==> config.mk <==
export PLATFORM = sky130hd
export DESIGN_NAME = window_overlap_add
export DESIGN_NICKNAME = d
export VERILOG_FILES = /design/src/rtl/window_overlap_add.sv
export SDC_FILE = /design/constraint.sdc
export NUM_CORES = 1
export LEC_CHECK = 0
export BUFFER_PORTS_ARGS = -buffer_cell sky130_fd_sc_hd__buf_2
export CELL_PAD_IN_SITES_DETAIL_PLACEMENT = 0
export CELL_PAD_IN_SITES_GLOBAL_PLACEMENT = 1
export CORE_UTILIZATION = 47
export CTS_BUF_LIST = sky130_fd_sc_hd__clkbuf_8 sky130_fd_sc_hd__clkbuf_16
export DETAILED_ROUTE_END_ITERATION = 6
export GPL_ROUTABILITY_DRIVEN = 0
export PLACE_DENSITY = 0.82
export SLEW_MARGIN = 20
export SYNTH_ARGS = -nofsm -noshare
export SYNTH_HDL_FRONTEND = slang
export SYNTH_SLANG_ARGS = --single-unit
export TNS_END_PERCENT = 1
==> constraint.sdc <==
create_clock -name clk -period 3.7 [get_ports clk]
set_input_delay 0.37 -clock clk [delete_from_list [all_inputs] [get_ports clk]]
set_output_delay 0.37 -clock clk [all_outputs]
set_load 0.005 [all_outputs]
==> src/rtl/window_overlap_add.sv <==
// Overlap-add reconstruction: sums each frame's first half with the stored second half of the previous frame.
// Optional OLA_FLUSH_EN adds a flush port that drains the stored tail as a final half-frame.
module window_overlap_add #(
    parameter int unsigned SIZE  = 8,
    parameter int unsigned WIDTH = 8
) (
    input  logic             clk,
    input  logic             rst_n,
    input  logic             in_valid,
    output logic             in_ready,
    input  logic [WIDTH-1:0] in_data,
    input  logic             in_last,
    output logic             out_valid,
    input  logic             out_ready,
    output logic [WIDTH:0]   out_data,
    output logic             frame_err
`ifdef OLA_FLUSH_EN
    ,
    input  logic             flush
`endif
);

    localparam int unsigned HOP = SIZE / 2;
    localparam int unsigned IW  = $clog2(SIZE);
    localparam int unsigned TW  = (HOP > 1) ? $clog2(HOP) : 1;
    localparam logic [IW-1:0] LAST  = IW'(SIZE - 1);
    localparam logic [IW-1:0] HOP_I = IW'(HOP);

    logic [IW-1:0]    idx;
    logic [WIDTH-1:0] tail [HOP];
    logic             head;
    logic [TW-1:0]    hidx;
    logic [TW-1:0]    tidx;
    logic [WIDTH:0]   sum;
    logic             in_fire;
    logic             out_fire;
    logic             accept_en;
    logic             flush_load;
    logic             flush_end;

`ifdef OLA_FLUSH_EN
    typedef enum logic {ST_ACCEPT, ST_FLUSH} state_t;
    state_t state, state_nxt;

    always_ff @(posedge clk or negedge rst_n) begin
        if (!rst_n) state <= ST_ACCEPT;
        else        state <= state_nxt;
    end
`endif

    assign head     = (idx < HOP_I);
    assign hidx     = TW'(idx);
    assign tidx     = TW'(idx - HOP_I);
    assign sum      = {1'b0, in_data} + {1'b0, tail[hidx]};
    assign in_fire  = in_valid && in_ready;
    assign out_fire = out_valid && out_ready;

    // During FLUSH idx is reused as the read pointer into the tail
    always_comb begin
        accept_en  = 1'b1;
        flush_load = 1'b0;
        flush_end  = 1'b0;
`ifdef OLA_FLUSH_EN
        state_nxt  = state;
        accept_en  = (state == ST_ACCEPT) && !(flush && idx == '0);
        flush_load = (state == ST_FLUSH) && (idx < HOP_I) && (!out_valid || out_ready);
        flush_end  = (state == ST_FLUSH) && (idx == HOP_I) && out_fire;
        if (state == ST_ACCEPT && flush && idx == '0) state_nxt = ST_FLUSH;
        else if (flush_end)                           state_nxt = ST_ACCEPT;
`endif
        in_ready = accept_en && (!head || !out_valid || out_ready);
    end

    always_ff @(posedge clk or negedge rst_n) begin
        if (!rst_n) begin
            idx       <= '0;
            tail      <= '{default: '0};
            out_valid <= 1'b0;
            out_data  <= '0;
            frame_err <= 1'b0;
        end else begin
            frame_err <= 1'b0;
            if (out_fire) out_valid <= 1'b0;
            if (in_fire) begin
                if (head) begin
                    out_data  <= sum;
                    out_valid <= 1'b1;
                end else if (!(in_last && idx != LAST)) begin
                    tail[tidx] <= in_data;
                end
                // an early in_last or a missing one both resynchronise to idx 0
                frame_err <= in_last ^ (idx == LAST);
                if (in_last || idx == LAST) idx <= '0;
                else                        idx <= idx + IW'(1);
            end else if (flush_load) begin
                out_data  <= {1'b0, tail[hidx]};
                out_valid <= 1'b1;
                idx       <= idx + IW'(1);
            end
            if (flush_end) begin
                tail <= '{default: '0};
                idx  <= '0;
            end
        end
    end

endmodule
==> impl_metrics.yaml, run 1 <==
outcome:
  status: "finished clean"
synth:
  syn_area_um2: 2380
  ys_seq_area_share_pct: 48.4
  ys_ff_latch: 46
  syn_area_per_cell_um2: 12.5
  yosysUniqueCellTypes: 36
  synth_largest_area_cell: "dfrtp_1"
  syn-num-nets: 219
  synth_cells: 190
  synth_edf_count: 0
  async_flop_share_pct: 100
  yosys-top-cells-area: "dfrtp_1 48%, mux2_2 14%, ha_1 7.9%"
  ys.flop_type: "dfrtp_1"
  yosysTopAreaCellShare_pct: 48.4
  yosys_warnings: 0
worst_setup_path:
  cp.arrival_ns: 3.06
  cp-start-kind: "register"
  worstPathRequired_ns: 3.88
  endpoint_kind: "register"
  path_class: "register to register"
  path_max_fanout: 12
global_route:
  grt_max_degree: 47
  grt_pass1_wl_um: 7320
  grt_pass1_vias: 1486
  antenna_found_initial: 0
  overflow: 0
  grt_usage_pct: 18.5
finish:
  syn2layout_area_growth_pct: 12.2
  drive_gt1_share_pct: 32.4
  fillerInstances: 431
  layout.nets: 247
  finalNonFillerCells: 286
  diodes: 0
detailed_routing:
  drt_iter0_markers: 82
  wl_per_cell_um: 15.2
  ant_nets: 0
  drc: 0
  vias: 1565
  vias_per_cell: 5.47
  dr.pass1.iters: 4
  wl_um: 4360
place:
  dp_hpwl_um: 3040
  dp.cells: 278
  port_buffers: 24
timing:
  period_needed_ns: 2.88
  rsz0062_at_grt: "false"
  final-hold-violation-count: 0
  report.final.slew_viol_count: 0
  skew_ns: 0.00462
  slew_headroom_pct: 57.7
  fin_crit_sh_pct: 77.9
  fin_setup_tns_ns: 0
  worst_slew_pin_slew_ns: 0.635
  fmax_mhz: 347
  setup_viol: 0
floorplan:
  coreArea_um2: 4790
  die_h_um: 73.1
  rows: 25
  die_width_um: 73.1
  die_area_um2: 5350
  start_util_pct: 49.7
  io_pins: 25
clock_network:
  cts_resized: 0
  cts_buffers: 5
  clkLatencyLatePin_ns: 0.30
  cts_hold_buf: 0
  h-tree-depth: 2
  cts_buffer_depth: 2
  clk_pin_slew_ns: 0.09
  cts-root-buf: "clkbuf_8"
  clock_sinks: 46
  postCtsSetupRepairBufs: 0
  cts_tree: "built"
power:
  p_leak_nw: 1.32
  sw_frac_of_total_pct: 32.3
  combPwrFrac_pct: 34.6
  p_int_mw: 1.08
  power.density_nw_per_um2: 599
  seqPwrFrac_pct: 45.3
  ir_worst_vdd_v: 0.000300
  clockPowerShare_pct: 20.1
  p_sw_uw: 515
min_path:
  hold_class: "input pin to asynchronous set/reset pin"
job:
  drv_cap: 0
## path summary, 6_finish.rpt
kind / cells after the start / start / to / slack [ns]
setup / recovery: 7 / idx[0]$_DFFE_PN0N_ / out_data[6]$_DFFE_PN0P_ / 0.82
hold / removal: 1 / rst_n / frame_err$_DFF_PN0_ / 0.06
setup reg to reg: 7 / idx[0]$_DFFE_PN0N_ / out_data[6]$_DFFE_PN0P_ / 0.82
hold reg to reg: 2 / out_data[4]$_DFFE_PN0P_ / out_data[4]$_DFFE_PN0P_ / 0.48
max in group asynchronous: 1 / rst_n / tail[10]$_DFFE_PN0P_ / 3.25
min in group clk: 2 / in_data[4] / tail[12]$_DFFE_PN0P_ / 0.35
## cell usage in the layout (no fill, tap or decap), types with 2 or more instances in the layout
cell type,Yosys,final
dfrtp_1,46,46
mux2_2,30,30
nand2_1,24,24
buf_2,1,23
ha_1,15,15
o21ai_0,11,11
mux4_2,8,8
clkbuf_8,0,6
inv_1,5,5
nor2_1,5,5
nand2b_1,4,4
a21oi_1,4,4
nand4_1,3,3
a21o_1,3,3
nor2b_1,2,2
nor4b_1,2,2
o22ai_1,2,2
a311oi_1,2,2
a211o_1,2,2
nand3_1,2,2
mux2_1,2,2
## cell type report
class,instances,area [µm²],area share [%]
repair buffers,24,123,4.60
well taps,67,83.8,3.14
clock buffers,6,82.6,3.10
multi-input cells,136,1190,44.8
flip-flops and latches,46,1150,43.2
clock inverters,2,12.5,0.469
inverters,5,18.8,0.704
## registers in the layout, summed over array words and instances, names as in the netlist
| signal | flops |
|---|---|
| out_valid | 1 |
| out_data | 9 |
| idx | 3 |
| frame_err | 1 |
| tail | 32 |
## metrics by stage
step	hold WS, ns	area (µm²)	total power [mW]	setup WS [ns]	util (%)
after floorplan	0.0744	2380	1.12	1.13	-
after global placement	0.458	2570	1.28	0.862	53.7
after detailed placement	0.465	2570	1.28	0.801	53.7
after CTS	0.276	2660	1.61	0.790	55.7
after global routing	0.112	2670	1.71	0.536	55.7
final	0.0589	2670	1.60	0.818	55.7
## cell families after synthesis
group / synth area share, %
simple gates: 10.1
buf+inv: 1.32
compound gates: 7.95
flops: 48.4
fa+ha+maj: 8.74
xor+xnor: 0.737
mux: 22.7
## layer usage
| metal | up-vias | share of wire, % | track usage [%] |
|---|---|---|---|
| met2 | 29 | 45 | 27.9 |
| li1 | 757 | - | - |
| met4 | 0 | 1.4 | 5.88 |
| met3 | 7 | 3.6 | 4.28 |
| met5 | - | 0 | 0 |
| met1 | 772 | 50 | 26.4 |
## power groups by stage
stage               Combinational [mW]  Clock (mW)  Sequential [mW]
detailed placement               0.552           0            0.733
CTS                              0.558       0.333            0.723
finish                           0.552       0.321            0.723
global route                     0.623       0.351            0.741
global placement                 0.547           0            0.730
floorplan                        0.423           0            0.700
## cells in the mapped netlist (3+ instances only)
| library cell | instances |
|---|---|
| a21o_1 | 3 |
| a21oi_1 | 4 |
| dfrtp_1 | 46 |
| ha_1 | 15 |
| inv_1 | 5 |
| mux2_2 | 30 |
| mux4_2 | 8 |
| nand2_1 | 24 |
| nand2b_1 | 4 |
| nand4_1 | 3 |
| nor2_1 | 5 |
| o21ai_0 | 11 |
## worst max-delay path, stage by stage, from the launching register on
cell	delay, ns
dfrtp_1	0.76
mux4_2	0.58
ha_1	0.23
fa_1	0.42
a211oi_1	0.32
nor4b_1	0.10
a311oi_1	0.24
o21ai_0	0.10
(Power assumes the default switching activity.)
==> run 2: changes to the inputs <==
clock period = 3.03 ns   (was 3.7 ns; I/O delays follow)
==> run 2 against run 1 <==
  * The run now ends with hold timing left
  * Maximum frequency grew 17%
  * Sequential cell count is the same
  * Setup slack lost 0.26 ns
  * Critical path type unchanged
  * Largest cell class unchanged
  * Highest routed layer unchanged
==> impl_metrics.yaml, run 2 (same netlist as run 1, synthesis figures left out) <==
place:
  dp_hpwl_um: 3300
  dp.cells: 280
  port_buffers: 24
floorplan:
  coreArea_um2: 4790
  die_area_um2: 5350
  start_util_pct: 49.7
  rows: 25
  io_pins: 25
  die_width_um: 73.1
  die_h_um: 73.1
timing:
  setup_viol: 0
  fin_setup_tns_ns: 0
  report.final.slew_viol_count: 0
  final-hold-violation-count: 14
  period_needed_ns: 2.47
  skew_ns: 0.00980
  worst_slew_pin_slew_ns: 0.616
  slew_headroom_pct: 58.5
  finalHoldWorstSlack_ns: -0.0105
  rsz0062_at_grt: "false"
  fmax_mhz: 405
  fin_crit_sh_pct: 81.5
global_route:
  overflow: 0
  antenna_found_initial: 0
  grt_max_degree: 47
  grt_pass1_wl_um: 7480
  grt_usage_pct: 18.8
  grt_pass1_vias: 1512
finish:
  final_cell_mix: "46 x dfrtp_1, 30 x mux2_2, 24 x nand2_1, 23 x buf_2, 15 x ha_1"
  finalNonFillerCells: 288
  layout.nets: 249
  drive_gt1_share_pct: 33.0
  syn2layout_area_growth_pct: 12.8
  largest_reg_flops: 32
  reg.largest.list: "tail x32, out_data x9, idx x3"
  diodes: 0
  regMostFlops: "tail"
  layout_commonest_cell: "dfrtp_1"
worst_setup_path:
  path_max_fanout: 10
  crit_top_cell: "o21ai_0"
  critical_path.top_delay_family: "multiplexers"
  reg2reg_slack_ns: 0.56
  r2r_start: "idx[0]$_DFFE_PN0N_"
  cp_num_buf_inv: 1
  path_class: "register to register"
  endpoint_kind: "register"
  cpMaxStageDelayCell: "mux4_2"
  cp.arrival_ns: 2.65
  reg2reg_to: "out_data[6]$_DFFE_PN0P_"
  critPathMaxStageDelay_ns: 0.53
  reg2reg_depth: 7
  worstPathRequired_ns: 3.21
  crit_chain: "buf_4, mux4_2, ha_1, o21ai_0, or2_2, a311oi_1, o21ai_0"
  cp-start-kind: "register"
power:
  ir_worst_vdd_v: 0.000309
  p_leak_nw: 1.34
  power.density_nw_per_um2: 732
outcome:
  violations: "hold timing"
  status: "finished, violations left"
clock_network:
  clkLatencyLatePin_ns: 0.30
  clk_pin_slew_ns: 0.09
  cts_resized: 0
  cts-root-buf: "clkbuf_8"
  cts_buffer_depth: 2
  cts_buffers: 5
  h-tree-depth: 2
  cts_tree: "built"
  postCtsSetupRepairBufs: 0
  clock_sinks: 46
  cts_hold_buf: 0
detailed_routing:
  vias: 1570
  drc: 0
  ant_nets: 0
  drt_iter0_markers: 53
  wl_um: 4360
  wl_per_cell_um: 15.2
  dr.pass1.iters: 4
  vias_per_cell: 5.45
min_path:
  hold_class: "input pin to asynchronous set/reset pin"
job:
  drv_cap: 0
run 2: cell type report:
| cell class | instances | area [µm²] |
|---|---|---|
| clock buffers | 5 | 68.8 |
| clock inverters | 3 | 26.3 |
| fillers | 422 | 2100 |
| inverters | 5 | 18.8 |
| multi-input cells | 136 | 1190 |
| flip-flops and latches | 46 | 1150 |
| well taps | 67 | 83.8 |
| repair buffers | 26 | 138 |
run 2: how the worst max path moves through the flow:
stage,startpoint,end,depth (start not counted)
floorplan,idx[0]$_DFFE_PN0N_,out_data[6]$_DFFE_PN0P_,8
global placement,idx[0]$_DFFE_PN0N_,out_data[6]$_DFFE_PN0P_,7
detailed placement,idx[0]$_DFFE_PN0N_,out_data[6]$_DFFE_PN0P_,7
CTS,idx[0]$_DFFE_PN0N_,out_data[7]$_DFFE_PN0P_,7
global route,idx[0]$_DFFE_PN0N_,out_data[6]$_DFFE_PN0P_,7
finish,idx[0]$_DFFE_PN0N_,out_data[6]$_DFFE_PN0P_,7
run 2: power by group:
part	internal, mW	total, mW	switching [mW]
registers	0.774	0.864	0.0900
logic	0.370	0.702	0.332
clock network	0.171	0.397	0.225
total	1.32	1.96	0.647
run 2: metrics by stage:
| stage | setup WS [ns] | instance area, µm² | total power [mW] | utilization [%] | hold WS [ns] |
|---|---|---|---|---|---|
| final | 0.559 | 2680 | 1.96 | 56.0 | -0.0105 |
| after global routing | 0.302 | 2680 | 2.13 | 56.0 | 0.0267 |
| after CTS | 0.542 | 2680 | 1.99 | 56.0 | 0.204 |
| after detailed placement | 0.545 | 2580 | 1.58 | 54.0 | 0.464 |
| after global placement | 0.602 | 2580 | 1.56 | 54.0 | 0.458 |
| after floorplan | 0.464 | 2380 | 1.37 | - | 0.00741 |
run 2: metal layers:
| layer | GRT usage (%) | share of wire [%] | routed length [µm] | up-vias |
|---|---|---|---|---|
| li1 | - | - | - | 758 |
| met4 | 7.19 | 1.2 | 51 | 0 |
| met3 | 3.87 | 3.0 | 131 | 4 |
| met5 | 0 | 0 | 0 | - |
| met1 | 27.2 | 49 | 2160 | 780 |
| met2 | 27.7 | 46 | 2020 | 28 |
